===== src/rtl/cache_req_sched_if.sv =====
// Handshake and status bundle between the trace front end, the cache lookup
// path and the request scheduler.
interface cache_req_sched_if #(
  parameter int CNT_W = 32
);
  logic             i_valid;
  logic             i_ready;
  logic [31:0]      i_addr;
  logic             d_valid;
  logic             d_ready;
  logic [3:0]       d_cmd;
  logic [31:0]      d_addr;
  logic             c_req_valid;
  logic             c_req_ready;
  logic [3:0]       c_cmd;
  logic [31:0]      c_addr;
  logic             c_rsp_valid;
  logic             c_rsp_hit;
  logic             stat_dump;
  logic             err;
  logic [CNT_W-1:0] rd_cnt;
  logic [CNT_W-1:0] wr_cnt;
  logic [CNT_W-1:0] hit_cnt;
  logic [CNT_W-1:0] miss_cnt;

  // Front end and cache side
  modport master (
    output i_valid, i_addr, d_valid, d_cmd, d_addr,
    output c_req_ready, c_rsp_valid, c_rsp_hit,
    input  i_ready, d_ready, c_req_valid, c_cmd, c_addr,
    input  stat_dump, err, rd_cnt, wr_cnt, hit_cnt, miss_cnt
  );

  // Scheduler side
  modport slave (
    input  i_valid, i_addr, d_valid, d_cmd, d_addr,
    input  c_req_ready, c_rsp_valid, c_rsp_hit,
    output i_ready, d_ready, c_req_valid, c_cmd, c_addr,
    output stat_dump, err, rd_cnt, wr_cnt, hit_cnt, miss_cnt
  );
endinterface


===== src/rtl/cache_req_sched.sv =====
// Round-robin scheduler of I-fetch / data trace commands onto the cache lookup
// path. Statistics counters are built only when CACHE_SCHED_STATS_EN is defined.
//
// state   | meaning
// --------+-----------------------------------------------------------
// S_IDLE  | granted port sees ready; command captured on accept
// S_ISSUE | c_req_valid high with captured cmd/addr until c_req_ready
// S_WAIT  | waiting for c_rsp_valid, bounded by the timeout down-counter
// S_LOCAL | one-cycle handling of print / illegal commands
module cache_req_sched #(
  parameter int TIMEOUT = 64,
  parameter int CNT_W   = 32
) (
  input  logic             clk,
  input  logic             rst,
  cache_req_sched_if.slave bus
);

  localparam logic [1:0]  S_IDLE   = 2'd0;
  localparam logic [1:0]  S_ISSUE  = 2'd1;
  localparam logic [1:0]  S_WAIT   = 2'd2;
  localparam logic [1:0]  S_LOCAL  = 2'd3;
  localparam logic [15:0] TMR_LOAD = 16'(TIMEOUT - 1);

  logic [1:0]  state;
  logic        prio_d;
  logic [3:0]  cmd_q;
  logic [31:0] addr_q;
  logic [15:0] tmr;
  logic        dump_q;
  logic        err_q;

  logic        idle;
  logic        pick_d;
  logic        accept_d;
  logic        accept_i;
  logic [3:0]  acc_cmd;
  logic [31:0] acc_addr;
  logic        acc_illegal;

  function automatic logic is_illegal(input logic [3:0] c);
    case (c)
      4'd5, 4'd6, 4'd7: return 1'b1;
      default:          return (c >= 4'd10);
    endcase
  endfunction

  // The preferred port owns ready unless it is quiet and the other one waits.
  always_comb begin
    idle        = (state == S_IDLE) && !rst;
    pick_d      = prio_d ? (bus.d_valid || !bus.i_valid)
                         : (bus.d_valid && !bus.i_valid);
    accept_d    = idle && pick_d && bus.d_valid;
    accept_i    = idle && !pick_d && bus.i_valid;
    acc_cmd     = accept_d ? bus.d_cmd : 4'd2;
    acc_addr    = accept_d ? bus.d_addr : bus.i_addr;
    acc_illegal = is_illegal(acc_cmd);
  end

  assign bus.d_ready     = idle && pick_d;
  assign bus.i_ready     = idle && !pick_d;
  assign bus.c_req_valid = (state == S_ISSUE);
  assign bus.c_cmd       = cmd_q;
  assign bus.c_addr      = addr_q;
  assign bus.stat_dump   = dump_q;
  assign bus.err         = err_q;

  always_ff @(posedge clk or posedge rst) begin
    if (rst) begin
      state  <= S_IDLE;
      prio_d <= 1'b1;
      cmd_q  <= '0;
      addr_q <= '0;
      tmr    <= '0;
      dump_q <= 1'b0;
      err_q  <= 1'b0;
    end else begin
      dump_q <= 1'b0;
      err_q  <= 1'b0;
      case (state)
        S_IDLE: begin
          if (accept_d || accept_i) begin
            cmd_q  <= acc_cmd;
            addr_q <= acc_addr;
            prio_d <= accept_i;
            if (acc_cmd == 4'd9 || acc_illegal) begin
              state  <= S_LOCAL;
              dump_q <= (acc_cmd == 4'd9);
              err_q  <= acc_illegal;
            end else begin
              state <= S_ISSUE;
            end
          end
        end
        S_ISSUE: begin
          if (bus.c_req_ready) begin
            state <= S_WAIT;
            tmr   <= TMR_LOAD;
          end
        end
        S_WAIT: begin
          // A response in the last allowed cycle still wins over the timeout.
          if (bus.c_rsp_valid) begin
            state <= S_IDLE;
          end else if (tmr == '0) begin
            state <= S_IDLE;
            err_q <= 1'b1;
          end else begin
            tmr <= tmr - 16'd1;
          end
        end
        S_LOCAL: state <= S_IDLE;
        default: state <= S_IDLE;
      endcase
    end
  end

`ifdef CACHE_SCHED_STATS_EN
  logic [CNT_W-1:0] rd_cnt;
  logic [CNT_W-1:0] wr_cnt;
  logic [CNT_W-1:0] hit_cnt;
  logic [CNT_W-1:0] miss_cnt;
  logic             rsp_done;
  logic             is_rd;
  logic             is_wr;

  function automatic logic [CNT_W-1:0] sat_inc(input logic [CNT_W-1:0] v);
    return (&v) ? v : v + CNT_W'(1);
  endfunction

  always_comb begin
    rsp_done = (state == S_WAIT) && bus.c_rsp_valid;
    is_rd    = (cmd_q == 4'd0) || (cmd_q == 4'd2);
    is_wr    = (cmd_q == 4'd1);
  end

  always_ff @(posedge clk or posedge rst) begin
    if (rst) begin
      rd_cnt   <= '0;
      wr_cnt   <= '0;
      hit_cnt  <= '0;
      miss_cnt <= '0;
    end else if (rsp_done) begin
      if (cmd_q == 4'd8) begin
        rd_cnt   <= '0;
        wr_cnt   <= '0;
        hit_cnt  <= '0;
        miss_cnt <= '0;
      end else if (is_rd || is_wr) begin
        if (is_rd)         rd_cnt   <= sat_inc(rd_cnt);
        if (is_wr)         wr_cnt   <= sat_inc(wr_cnt);
        if (bus.c_rsp_hit) hit_cnt  <= sat_inc(hit_cnt);
        else               miss_cnt <= sat_inc(miss_cnt);
      end
    end
  end

  assign bus.rd_cnt   = rd_cnt;
  assign bus.wr_cnt   = wr_cnt;
  assign bus.hit_cnt  = hit_cnt;
  assign bus.miss_cnt = miss_cnt;
`else
  logic unused_hit;
  assign unused_hit   = bus.c_rsp_hit;
  assign bus.rd_cnt   = '0;
  assign bus.wr_cnt   = '0;
  assign bus.hit_cnt  = '0;
  assign bus.miss_cnt = '0;
`endif

endmodule


===== src/flat_wrapper.sv =====
// flat-port wrapper written by rule: the top's interface ports become plain ports
module cache_req_sched_flat 
#(
  parameter int TIMEOUT = 64,
  parameter int CNT_W   = 32
)
  (clk, rst, bus_i_valid, bus_i_addr, bus_d_valid, bus_d_cmd, bus_d_addr, bus_c_req_ready, bus_c_rsp_valid, bus_c_rsp_hit, bus_i_ready, bus_d_ready, bus_c_req_valid, bus_c_cmd, bus_c_addr, bus_stat_dump, bus_err, bus_rd_cnt, bus_wr_cnt, bus_hit_cnt, bus_miss_cnt);
  cache_req_sched_if #(.CNT_W(CNT_W)) bus_i ();
  input  logic clk;
  input  logic rst;
  input wire logic [$bits(bus_i.i_valid)-1:0] bus_i_valid;
  input wire logic [$bits(bus_i.i_addr)-1:0] bus_i_addr;
  input wire logic [$bits(bus_i.d_valid)-1:0] bus_d_valid;
  input wire logic [$bits(bus_i.d_cmd)-1:0] bus_d_cmd;
  input wire logic [$bits(bus_i.d_addr)-1:0] bus_d_addr;
  input wire logic [$bits(bus_i.c_req_ready)-1:0] bus_c_req_ready;
  input wire logic [$bits(bus_i.c_rsp_valid)-1:0] bus_c_rsp_valid;
  input wire logic [$bits(bus_i.c_rsp_hit)-1:0] bus_c_rsp_hit;
  output wire logic [$bits(bus_i.i_ready)-1:0] bus_i_ready;
  output wire logic [$bits(bus_i.d_ready)-1:0] bus_d_ready;
  output wire logic [$bits(bus_i.c_req_valid)-1:0] bus_c_req_valid;
  output wire logic [$bits(bus_i.c_cmd)-1:0] bus_c_cmd;
  output wire logic [$bits(bus_i.c_addr)-1:0] bus_c_addr;
  output wire logic [$bits(bus_i.stat_dump)-1:0] bus_stat_dump;
  output wire logic [$bits(bus_i.err)-1:0] bus_err;
  output wire logic [$bits(bus_i.rd_cnt)-1:0] bus_rd_cnt;
  output wire logic [$bits(bus_i.wr_cnt)-1:0] bus_wr_cnt;
  output wire logic [$bits(bus_i.hit_cnt)-1:0] bus_hit_cnt;
  output wire logic [$bits(bus_i.miss_cnt)-1:0] bus_miss_cnt;
  assign bus_i.i_valid = bus_i_valid;
  assign bus_i.i_addr = bus_i_addr;
  assign bus_i.d_valid = bus_d_valid;
  assign bus_i.d_cmd = bus_d_cmd;
  assign bus_i.d_addr = bus_d_addr;
  assign bus_i.c_req_ready = bus_c_req_ready;
  assign bus_i.c_rsp_valid = bus_c_rsp_valid;
  assign bus_i.c_rsp_hit = bus_c_rsp_hit;
  assign bus_i_ready = bus_i.i_ready;
  assign bus_d_ready = bus_i.d_ready;
  assign bus_c_req_valid = bus_i.c_req_valid;
  assign bus_c_cmd = bus_i.c_cmd;
  assign bus_c_addr = bus_i.c_addr;
  assign bus_stat_dump = bus_i.stat_dump;
  assign bus_err = bus_i.err;
  assign bus_rd_cnt = bus_i.rd_cnt;
  assign bus_wr_cnt = bus_i.wr_cnt;
  assign bus_hit_cnt = bus_i.hit_cnt;
  assign bus_miss_cnt = bus_i.miss_cnt;
  cache_req_sched #(.TIMEOUT(TIMEOUT), .CNT_W(CNT_W)) u_core (.clk(clk), .rst(rst), .bus(bus_i));
endmodule

===== config.mk =====
export PLATFORM = sky130hd
export DESIGN_NAME = cache_req_sched_flat
export DESIGN_NICKNAME = d
export VERILOG_FILES = /design/src/rtl/cache_req_sched_if.sv /design/src/rtl/cache_req_sched.sv /design/src/flat_wrapper.sv
export SDC_FILE = /design/constraint.sdc
export NUM_CORES = 1
export LEC_CHECK = 0
export ABC_CLOCK_PERIOD_IN_PS = 3100
export CAP_MARGIN = 0
export CORE_MARGIN = 2
export CORE_UTILIZATION = 35
export DETAILED_ROUTE_END_ITERATION = 8
export GPL_ROUTABILITY_DRIVEN = 0
export PLACE_DENSITY = 0.89
export SYNTH_ARGS = -nofsm -noshare
export SYNTH_HDL_FRONTEND = slang
export SYNTH_SLANG_ARGS = --single-unit

===== constraint.sdc =====
create_clock -name clk -period 3.1 [get_ports clk]
set_clock_uncertainty 0.1 [all_clocks]
set_input_delay 0.62 -clock clk [delete_from_list [all_inputs] [get_ports clk]]
set_output_delay 0.62 -clock clk [all_outputs]
set_load 0.05 [all_outputs]

==> qor.csv, run 1 <==
metric,value,unit
syn2layout_area_growth,28.62,%
grt_remaining_overflow,0,
wire_per_inst,12.53,um
muxShareOfSynthArea,9.886,%
syn_avg_cell_area,9.319,um^2
post_cts_resized,0,
row_count,37,
drt-total-wl,8.246,mm
setup_violations,0,
final_common_cell,conb_1,
status,"complete, no violations",
grt_antenna_before_repair,0,
peakVddDrop,0.0007099,V
via_per_inst,4.328,
required,2380,ps
finalSetupTns,0,ps
switching_share,49.77,%
final_layout_size_suffix_gt1_share,5.747,%
comb_power_share,55.6,%
final_cell_mix,"conb_1, clkdlybuf4s50_1, dfrtp_1",
holdWs,378.8,ps
worst_pin_slew,624.4,ps
cp_max_fo,6,
path_common_cell,nor2_1,
slew_headroom,58.31,%
grt_pass1_wl,12.83,mm
insertion_delay,330,ps
drtAntennaViolNets,0,
cp_top_family,buffers and inverters,
hp-class,reg -> reg,
cts_hold_buf,0,
yosysUniqueCellTypes,43,
cellInternalPower,0.002126,W
finalHoldViolCount,0,
coreArea,10370,um^2
yosysWarnings,0,
drc,0,
synth_seq_cells,57,
drt_iter0_markers,69,
p_leak,2.386,nW
maxCapViolCount,0,
via_count,2848,
die_h,107.5,um
synth-seq-area-share,38.11,%
cts_max_level,3,
clkTransAtPathRegs,60,ps
rsz0062_at_grt,no,
cellPowerDensity,878.6,nW/um^2
cts_buffer_depth,2,
die_w,107.5,um
num_io_pins,244,
critical-path-slowest-cell,clkdlybuf4s50_1,
path_cells,"clkdlybuf4s50_1, nor2_1, nor2_1, a21oi_1, nor4_1, buf_12",
io_buffers,114,
fmax,357.2,MHz
power_switching,0.002107,W
critPathKind,in -> out,
synth_simple_gate_area_share,14.43,%
postCtsSetupBuffers,0,
netlist_instances,402,
clockPowerShare,16.5,%
grt_max_degree,59,
critPathMaxStageDelay,620,ps
cts_buffers,9,
cp-start-kind,input pin,
synthAdderAreaFrac,0.3340,%
drv_slew,0,
synth_compound_area_share,9.753,%
cp-end-kind,output port,
clock_sinks,57,
fin_nets,594,
gr-usage-all-layers,14.10,%
dieArea,11550,um^2
hpwlAfterDp,6.476,mm
n_antenna_cell,0,
path_buf_inv,2,
syn_area,3746,um^2
cp.arrival,2080,ps
drtPass1Iterations,4,
grt_pass1_vias,2633,
cts_tree,yes,
p_seq_share,27.9,%
period_needed,2799,ps
period_share,90.30,%
cts-root-buf,clkbuf_8,
synth_xor_xnor_area_share,0,%
synth_top_family_by_area,buffers and inverters,
start_util,36.12,%
-- power by group through the flow --
stage          clock network (W)  logic (W)  registers (W)
2_1_floorplan                  0   0.000963        0.00193
3_3_place_gp                   0    0.00233        0.00117
3_5_place_dp                   0    0.00237        0.00119
4_1_cts                 0.000722    0.00237        0.00118
5_1_grt                 0.000752    0.00250        0.00122
6_report                0.000699    0.00236        0.00118
-- metal layers --
layer	wire, um	vias up	GRT usage (%)
met5	0	-	0
met4	258	0	7.051
met3	686	25	4.479
met2	4217	147	23.37
met1	3083	1318	16.41
li1	-	1358	-
-- logic make-up after synthesis --
kind of cell / Yosys count
AND/OR/NAND/NOR: 97
other: 1
multiplexers: 37
AO/OA/AOI/OAI: 65
flip-flops: 57
adder cells (fa/ha/maj): 1
buffers and inverters: 144
-- state kept, by name, summed over array words and instances, names as in the netlist --
name,cells
u_core.bus.c_addr,32
u_core.bus.c_cmd,4
u_core.bus.err,1
u_core.bus.stat_dump,1
u_core.prio_d,1
u_core.state,2
u_core.tmr,16
-- Yosys cell counts, drive strengths merged --
library cell / n / area, um^2
o21ai: 42 / 210.2
o31ai: 1 / 7.510
a41oi: 1 / 8.760
nand3b: 1 / 7.510
o21a: 1 / 7.510
nor2: 12 / 45.04
nand2: 38 / 142.6
a31oi: 2 / 12.51
a21oi: 10 / 50.05
and3: 1 / 6.260
inv: 5 / 18.77
and4: 2 / 17.52
ha: 1 / 12.51
o211ai: 1 / 7.510
dfstp: 1 / 26.28
or3: 3 / 18.77
a211oi: 1 / 7.510
conb: 1 / 3.750
or4b: 1 / 10.01
a41o: 1 / 10.01
dfrtp: 56 / 1401
nand4: 3 / 25.02
nor3: 4 / 25.02
and2: 5 / 31.28
or2: 2 / 12.51
or4: 7 / 52.55
nand2b: 4 / 25.02
nand3: 4 / 20.02
nor3b: 5 / 48.80
nor4: 5 / 52.55
clkbuf: 7 / 26.28
mux2i: 37 / 370.4
a22o: 3 / 26.28
o311ai: 1 / 8.760
o32ai: 1 / 8.760
buf: 132 / 980.9
-- per-stage QoR --
stage	setup WS, ps	cell area (um^2)	std cells	utilization [%]	power (W)
6_report	300.7	4818	658	46.46	0.004233
5_1_grt	186.6	4818	658	46.46	0.004466
4_1_cts	290.7	4818	658	46.46	0.004275
3_5_place_dp	289.7	4623	643	44.58	0.003554
3_3_place_gp	333.1	4623	643	44.58	0.003504
2_1_floorplan	159.4	4223	529	-	0.002897
-- worst register-to-register path, cell delays in order (launching register included) --
cell and delay (ps):
dfrtp_1 430, inv_1 80, ha_1 200, nor3b_1 330, nand4_2 240, or4_1 450
a21oi_1 160
-- layout make-up --
class                           count  area [um^2]
Inverter                            5        18.77
Clock buffer                       12        155.1
Timing Repair Buffer              117         1221
Fill cell                         944         5552
Clock inverter                      3        40.04
Sequential cell                    57         1428
Tap cell                          136        170.2
Multi-Input combinational cell    328         1785
-- worst paths after layout --
path                                  startpoint                     to  slack, ps  cells past startpoint
max in group asynchronous                    rst  u_core.bus.c_addr[27]       1660                      3
min in group asynchronous                    rst          u_core.tmr[3]        650                      2
max                                  bus_d_valid            bus_d_ready        300                      6
min reg2reg                u_core.bus.c_addr[29]  u_core.bus.c_addr[29]        380                      2
max reg2reg                        u_core.tmr[0]         u_core.tmr[12]       1010                      6
min                        u_core.bus.c_addr[29]  u_core.bus.c_addr[29]        380                      2
Power figures use the tool's default switching activity.
==> run 2: changes to the inputs <==
--- a/config.mk
+++ b/config.mk
@@ -5,13 +5,13 @@
 export SDC_FILE = /design/constraint.sdc
 export NUM_CORES = 1
 export LEC_CHECK = 0
-export ABC_CLOCK_PERIOD_IN_PS = 3100
+export ABC_CLOCK_PERIOD_IN_PS = 2500
 export CAP_MARGIN = 0
 export CORE_MARGIN = 2
-export CORE_UTILIZATION = 35
+export CORE_UTILIZATION = 33
 export DETAILED_ROUTE_END_ITERATION = 8
 export GPL_ROUTABILITY_DRIVEN = 0
-export PLACE_DENSITY = 0.89
+export PLACE_DENSITY = 0.88
 export SYNTH_ARGS = -nofsm -noshare
 export SYNTH_HDL_FRONTEND = slang
 export SYNTH_SLANG_ARGS = --single-unit
==> constraint.sdc (replaced) <==
create_clock -name clk -period 2.5 [get_ports clk]
set_clock_uncertainty 0.1 [all_clocks]
set_input_delay 0.5 -clock clk [delete_from_list [all_inputs] [get_ports clk]]
set_output_delay 0.5 -clock clk [all_outputs]
set_load 0.05 [all_outputs]
==> run 2 against run 1 <==
Against the previous run:
- largest cell class unchanged
- critical endpoint unchanged
- global-route usage shrank 1.0 points
- via count decreased by 1.9%
- clock power up 75%
- core utilization down 1.0 points
==> qor.csv, run 2 (synthesized netlist as in run 1, its figures left out) <==
metric,value,unit,change
gr-usage-all-layers,13.10,%,-1.0 points
cts_tree,yes,,
row_count,38,,+2.7%
clockPowerShare,21.7,%,+5.2 points
finalHoldViolCount,0,,unchanged
fillerInstances,1058,,+12%
grt_pass1_wl,12.89,mm,+0.43%
fin_nets,602,,+1.3%
finalSetupTns,0,ps,unchanged
worstHoldStart,u_core.bus.c_addr[21],,
postCtsSetupBuffers,0,,unchanged
cts_buffers,9,,unchanged
drt-total-wl,8.109,mm,-1.7%
drtPass1Iterations,4,,unchanged
reg2reg_depth,6,,unchanged
die_h,110.5,um,+2.9%
required,1900,ps,-480 ps
dieArea,12220,um^2,+5.8%
comb_power_share,52.4,%,-3.2 points
via_per_inst,4.169,,-3.7%
path_cells,"clkdlybuf4s50_1, nor2_1, a21oi_1, nor4_2, buf_12",,
setup_slack,188.3,ps,-112.4 ps
reg2reg_to,u_core.tmr[12],,
cellInternalPower,0.002966,W,+39%
rsz0062_at_grt,no,,
period_needed,2312,ps,
slew_headroom,63.51,%,+5.2 points
hp-class,reg -> reg,,
largest_reg_flops,32,,unchanged
grt_max_degree,47,,-20%
fin_area,4969,um^2,+3.1%
final_layout_size_suffix_gt1_share,7.358,%,+1.6 points
cp.arrival,1710,ps,-370 ps
syn2layout_area_growth,32.63,%,
start_util,34.26,%,-1.9 points
drt_iter0_markers,119,,+72%
holdPathEnd,u_core.bus.c_addr[21],,
final_common_cell,conb_1,,
clkTransAtPathRegs,50,ps,about the same
grt_antenna_before_repair,0,,unchanged
period_share,92.47,%,
fin_cells,670,,+1.8%
clock_sinks,57,,unchanged
cts_max_level,3,,unchanged
place_ws,151.8,ps,-137.8 ps
cts_buffer_depth,2,,unchanged
grt_pass1_vias,2665,,+1.2%
cts-root-buf,clkbuf_16,,
switching_share,47.04,%,-2.7 points
grt_remaining_overflow,0,,unchanged
fin_util,45.43,%,-1.0 points
r2r_slack,480,ps,-530 ps
drtAntennaViolNets,0,,unchanged
critPathMaxStageDelay,510,ps,-110 ps
cp-start-kind,input pin,,
setup_violations,0,,unchanged
insertion_delay,320,ps,about the same
fmax,432.6,MHz,
cellPowerDensity,1127,nW/um^2,+28%
hpwlAfterDp,6.455,mm,-0.32%
via_count,2793,,-1.9%
p_seq_share,25.9,%,-2.0 points
critPathKind,in -> out,,
drc,0,,unchanged
coreArea,10940,um^2,+5.5%
critical-path-slowest-cell,clkdlybuf4s50_1,,
cts_hold_buf,0,,unchanged
die_w,110.5,um,+2.9%
reg2reg_from,u_core.tmr[0],,
num_io_pins,244,,unchanged
n_antenna_cell,0,,unchanged
dp_cells,655,,+1.9%
place_area,4669,um^2,+1.0%
status,"complete, no violations",,
min_path_cells,2,,unchanged
peakVddDrop,0.0007972,V,+12%
maxCapViolCount,0,,unchanged
io_buffers,114,,unchanged
wire_per_inst,12.10,um,-3.4%
final_cell_mix,"conb_1, clkdlybuf4s50_1, dfrtp_1",,
cp_max_fo,4,,-2
worst_pin_slew,545.6,ps,-78.80 ps
cp-end-kind,output port,,
p_leak,2.475,nW,+3.8%
power_switching,0.002635,W,+25%
drv_slew,0,,unchanged
[run 2: power by group through the flow]
stage	Combinational [W]	Clock (W)	Sequential [W]
finish	0.00293	0.00122	0.00145
global route	0.00310	0.00130	0.00151
CTS	0.00296	0.00127	0.00146
detailed placement	0.00296	0	0.00147
global placement	0.00293	0	0.00145
floorplan	0.00120	0	0.00240
[run 2: what timing repair did]
action,in CTS,in global routing
gates resized for setup,0,1
setup endpoints to repair,0,1
hold endpoints to repair,0,0
[run 2: final cells by class]
type                            instances  area (um^2)  share of cell area [%]
Multi-Input combinational cell        328         1792                   36.06
Inverter                                5        18.77                  0.3777
Clock inverter                          3        40.04                  0.8058
Timing Repair Buffer                  125         1259                   25.33
Tap cell                              140        175.2                   3.526
Sequential cell                        57         1428                   28.73
Clock buffer                           12        256.5                   5.162
[run 2: stage by stage]
stage	power, W	hold WS [ps]
4_1_cts	0.005687	381.4
3_3_place_gp	0.004377	360.2
6_report	0.005601	376.7
2_1_floorplan	0.003598	384.3
3_5_place_dp	0.004430	369.1
5_1_grt	0.005909	402.2
[run 2: worst max path at each step]
stage,from,endpoint,slack [ps],depth (start not counted)
3_5_place_dp,bus_c_rsp_valid,u_core.tmr[15],150,5
2_1_floorplan,u_core.prio_d,bus_d_ready,340,4
6_report,bus_i_valid,bus_d_ready,190,5
4_1_cts,u_core.state[1],bus_c_req_valid,60,3
5_1_grt,bus_d_valid,bus_d_ready,70,6
3_3_place_gp,bus_c_rsp_valid,u_core.tmr[11],180,5
[run 2: metal layers]
| metal | track usage, % | vias up | share of wire [%] |
|---|---|---|---|
| li1 | - | 1369 | - |
| met5 | 0 | - | 0 |
| met4 | 4.917 | 0 | 1.1 |
| met2 | 22.37 | 135 | 52 |
| met1 | 16.02 | 1283 | 41 |
| met3 | 3.128 | 6 | 6.2 |
[run 2: critical path: cells and delay by family]
kind,cells,cell delay (ps)
buffers and inverters,2,700
AOI/OAI and AO/OA,1,70
and+or+nand+nor,2,440
